## src/rtl/pipe_dbg_pkg.sv

```systemverilog
// pipe_dbg_pkg: shared encodings and widths for the pipeline run/halt/step controller
package pipe_dbg_pkg;
  typedef enum logic [1:0] {
    RUN_S  = 2'b00,
    HALT_S = 2'b01,
    STEP_S = 2'b10
  } run_state_e;
  localparam int STEP_W_DEF = 8;
  localparam int CNT_W = 32;
  localparam int ADDR_W = 32;
endpackage

```

## src/rtl/pipe_bp_match.sv

```systemverilog
// pipe_bp_match: PC breakpoint comparator with an armed flag that suppresses re-trigger after resume
module pipe_bp_match
  import pipe_dbg_pkg::*;
(
  input  logic              clk,
  input  logic              rst,
  input  logic              bp_en,
  input  logic [ADDR_W-1:0] bp_addr,
  input  logic [ADDR_W-1:0] if_pc,
  input  logic              resume,
  output logic              match
);
  logic armed_q, armed_d;
  // Stays disarmed while a stall holds the PC on the breakpoint address
  always_comb begin
    armed_d = resume ? 1'b0 : (if_pc != bp_addr) ? 1'b1 : armed_q;
  end
  assign match = bp_en && armed_q && (if_pc == bp_addr);
  always_ff @(posedge clk or posedge rst) begin
    if (rst) armed_q <= 1'b1;
    else armed_q <= armed_d;
  end
endmodule

```

## src/rtl/pipe_run_ctrl.sv

```systemverilog
// pipe_run_ctrl: run/halt/step/breakpoint controller driving the global pipeline freeze
module pipe_run_ctrl
  import pipe_dbg_pkg::*;
#(
  parameter int STEP_W       = STEP_W_DEF,
  parameter bit START_HALTED = 1'b0
) (
  input  logic              clk,
  input  logic              rst,
  input  logic              run_req,
  input  logic              halt_req,
  input  logic              step_req,
  input  logic [STEP_W-1:0] step_cnt,
  input  logic              bp_en,
  input  logic [ADDR_W-1:0] bp_addr,
  input  logic [ADDR_W-1:0] if_pc,
  input  logic              wb_valid,
  output logic              freeze,
  output logic              halted,
  output logic [1:0]        state,
  output logic              bp_hit,
  output logic [CNT_W-1:0]  cycle_cnt,
  output logic [CNT_W-1:0]  retire_cnt
);
  localparam run_state_e RST_S = START_HALTED ? HALT_S : RUN_S;
  run_state_e state_q, state_d;
  logic [STEP_W-1:0] rem_q, rem_d;
  logic [CNT_W-1:0] cycle_q, cycle_d, retire_q, retire_d;
  logic freeze_q, bp_hit_q, bp_hit_d, retire, resume, match;
  pipe_bp_match u_bp (
    .clk(clk), .rst(rst), .bp_en(bp_en), .bp_addr(bp_addr),
    .if_pc(if_pc), .resume(resume), .match(match)
  );
  always_comb begin
    retire = !freeze_q && wb_valid;
    state_d = state_q;
    bp_hit_d = 1'b0;
    case (state_q)
      RUN_S: begin
        if (halt_req) state_d = HALT_S;
        else if (match) begin
          state_d = HALT_S;
          bp_hit_d = 1'b1;
        end
      end
      HALT_S: begin
        if (halt_req) state_d = HALT_S;
        else if (step_req) state_d = (step_cnt != '0) ? STEP_S : HALT_S;
        else if (run_req) state_d = RUN_S;
      end
      STEP_S: begin
        if (halt_req) state_d = HALT_S;
        else if (match) begin
          state_d = HALT_S;
          bp_hit_d = 1'b1;
        end
        else if (retire && rem_q == STEP_W'(1)) state_d = HALT_S;
        else if (run_req) state_d = RUN_S;
      end
      default: state_d = RST_S;
    endcase
    rem_d = (state_d != STEP_S) ? '0 : (state_q == HALT_S) ? step_cnt : rem_q - STEP_W'(retire);
    resume = (state_q == HALT_S) && (state_d != HALT_S);
    cycle_d = cycle_q + CNT_W'(!freeze_q);
    retire_d = retire_q + CNT_W'(retire);
  end
  always_ff @(posedge clk or posedge rst) begin
    if (rst) begin
      state_q  <= RST_S;
      freeze_q <= START_HALTED;
      bp_hit_q <= 1'b0;
      rem_q    <= '0;
      cycle_q  <= '0;
      retire_q <= '0;
    end else begin
      state_q  <= state_d;
      freeze_q <= (state_d == HALT_S);
      bp_hit_q <= bp_hit_d;
      rem_q    <= rem_d;
      cycle_q  <= cycle_d;
      retire_q <= retire_d;
    end
  end
  assign freeze = freeze_q;
  assign halted = freeze_q;
  assign state = state_q;
  assign bp_hit = bp_hit_q;
  assign cycle_cnt = cycle_q;
  assign retire_cnt = retire_q;
endmodule

```

## config.mk

```make
export PLATFORM = sky130hd
export DESIGN_NAME = pipe_run_ctrl
export DESIGN_NICKNAME = d
export VERILOG_FILES = /design/src/rtl/pipe_dbg_pkg.sv /design/src/rtl/pipe_bp_match.sv /design/src/rtl/pipe_run_ctrl.sv
export SDC_FILE = /design/constraint.sdc
export NUM_CORES = 1
export LEC_CHECK = 0
export CAP_MARGIN = 20
export CORE_MARGIN = 10
export CORE_UTILIZATION = 42
export CTS_CLUSTER_SIZE = 25
export DETAILED_ROUTE_END_ITERATION = 10
export PLACE_DENSITY = 0.83
export SLEW_MARGIN = 20
export SYNTH_ARGS = -nofsm -noshare
export SYNTH_HDL_FRONTEND = slang
export SYNTH_SLANG_ARGS = --single-unit
```

## constraint.sdc

```tcl
create_clock -name clk -period 3.71 [get_ports clk]
set_input_delay 0.742 -clock clk [delete_from_list [all_inputs] [get_ports clk]]
set_output_delay 0.742 -clock clk [all_outputs]
set_load 0.03 [all_outputs]
```

==> flow_summary.toml <==
[floorplan]
die_w_um = 116
start_util = 0.437
row_count = 34
core_mm2 = 0.00881
io_pins = 148
fp.dieH_um = 116
die_area_mm2 = 0.0134

[grt]
antenna_found_initial = 0
grt_max_degree = 43
grt.total_usage = 0.158
grt_pass1_wl_um = 17200
grt-ovfl-total = 0
grt_pass1_vias = 3544

[yosys]
synth_seq_cells = 77
avgSynthCellArea_um2 = 10.7
ys.flop_type = "dfrtp_1"
synth_edf_count = 0
syn-cell-area_mm2 = 0.00385
yosysWarnings = 0
synth_nets = 444
yosys.cell_types.count = 35
synth-async-reset-ratio = 1.00
synthCells = 359
yosysSeqAreaShare = 0.501

[clock_network]
cts_buffers = 9
worst_setup_hold_path_clk_slew_ps = 80
cts_num_sinks = 77
insertion_delay_ps = 330
cts_buffer_depth = 2
h-tree-depth = 3
cts_setup_buffers = 0
postCtsResizedCells = 0
tritoncts = "done"
hold_buffers = 0
cts_root_buf = "clkbuf_8"

[drt]
via_per_inst = 5.16
drc = 0
drtIter0Drc = 129
firstDrtPassIters = 5
wl_per_cell_um = 16.5
drtAntennaViolNets = 0
vias = 3234
totalWireLength_um = 10300

[critical_path]
worstSetupPathType = "in -> reg"
worst_ep_required_time_ps = 3920
endpoint_kind = "flip-flop"
arrival_ps = 3130
reg2reg_from = "freeze"
crit_start = "wb_valid"
crit_fanout = 6
start_kind = "input port"

[placed_design]
place_area_mm2 = 0.00546
dp_hpwl_um = 8640
port_buffers = 147
place_congestion = 0.821
numPlacedInstances = 613

[sta]
post-route-period-util = 0.787
setup-violations-final = 0
worst_hold_slack_ps = 469
setup_tns_ps = 0
hold_violations = 0
rsz0062_at_grt = "no"
timing.fmax_mhz = 342
maxSlewHeadroom = 0.495
skew_ps = 10.2
fin_crit_ps = 2920
slew_violations = 0
worstMarginPinSlew_ps = 756

[power]
p_per_area_mw_per_mm2 = 454
ir_worst_vdd_mv = 0.383
p_leak_nw = 2.40

[final_layout]
instances_no_fill = 627
nNetsFinal = 601
drive_above_1_share = 0.0385
diodes = 0
layout_commonest_cell = "clkdlybuf4s50_1"
final_area_mm2 = 0.00566
final_core_util = 0.643
mostFrequentLayoutCells = "147 x clkdlybuf4s50_1, 76 x dfrtp_1, 50 x xnor2_1"
area_growth_pct = 47.1

[run_status]
status = "complete, no violations"

[worst_hold_path]
hp-class = "reg -> reg"
hold_start = "retire_cnt[31]"

[job]
maxCapViolCount = 0
==> final cells by class <==
class | count | area (µm²)
clock buffers | 13 | 169
well taps | 108 | 135
inverters | 11 | 41.3
clock inverters | 1 | 30.0
flip-flops and latches | 77 | 1930
repair buffers | 148 | 1490
fillers | 744 | 3140
multi-input cells | 269 | 1870
==> worst max-delay path, stage by stage <==
cell	delay [ps]
clkdlybuf4s50_1	450
nor2b_1	210
ha_1	250
ha_1	300
inv_1	60
or4_4	580
nor3_4	260
nand3_1	140
xnor2_1	140
==> final timing paths <==
kind,end,slack (ps),cells after the start
hold / removal,retire_cnt[31],470,1
setup reg to reg,retire_cnt[22],1190,8
setup / recovery,retire_cnt[22],790,9
hold reg to reg,retire_cnt[31],470,1
max in group asynchronous,retire_cnt[22],2170,3
min in group asynchronous,cycle_cnt[2],860,2
==> per-layer routing <==
metal,share of wire,track usage
met1,0.38,0.167
met2,0.48,0.266
met3,0.13,0.0925
met4,0.0075,0.0384
met5,0,0
==> cell usage after synthesis (5+ instances only) <==
cell type  count  area, µm²
xor2_1        48        420
xnor2_1       50        438
dfrtp_1       76       1900
nand4_1       15       93.8
inv_1         11       41.3
nor4_1        13       81.3
and4_1         7       61.3
a221oi_1       8       70.1
or3_1          5       31.3
nand2_1       30        113
nor2_1        22       82.6
and3_1         8       50.1
ha_1           6       75.1
nand3_1       25        125
nor3_1         9       45.0
==> logic make-up (layout without fill, tap and decap cells) <==
| kind of cell | Yosys count | in the layout | share of synthesized area |
|---|---|---|---|
| simple gates | 149 | 149 | 0.211 |
| xor+xnor | 98 | 98 | 0.223 |
| flops | 77 | 77 | 0.501 |
| compound gates | 16 | 16 | 0.0319 |
| buf+inv | 13 | 173 | 0.0137 |
| fa+ha+maj | 6 | 6 | 0.0195 |
==> metrics by stage <==
stage	setup slack (ps)	power, mW
2_1_floorplan	1000	1.57
3_3_place_gp	512	1.95
3_5_place_dp	432	1.96
4_1_cts	794	2.60
5_1_grt	612	2.74
6_report	789	2.57
==> state kept, by name, summed over array words and instances (netlist names) <==
register and count:
bp_hit 1, cycle_cnt 32, freeze 1, retire_cnt 32
u_bp.armed_q 1, state 2, rem_q 8
==> report_power, final <==
group | internal, mW | switching (mW)
Clock | 0.359 | 0.275
Combinational | 0.378 | 0.469
Sequential | 0.952 | 0.139
(Power assumes the default switching activity.)
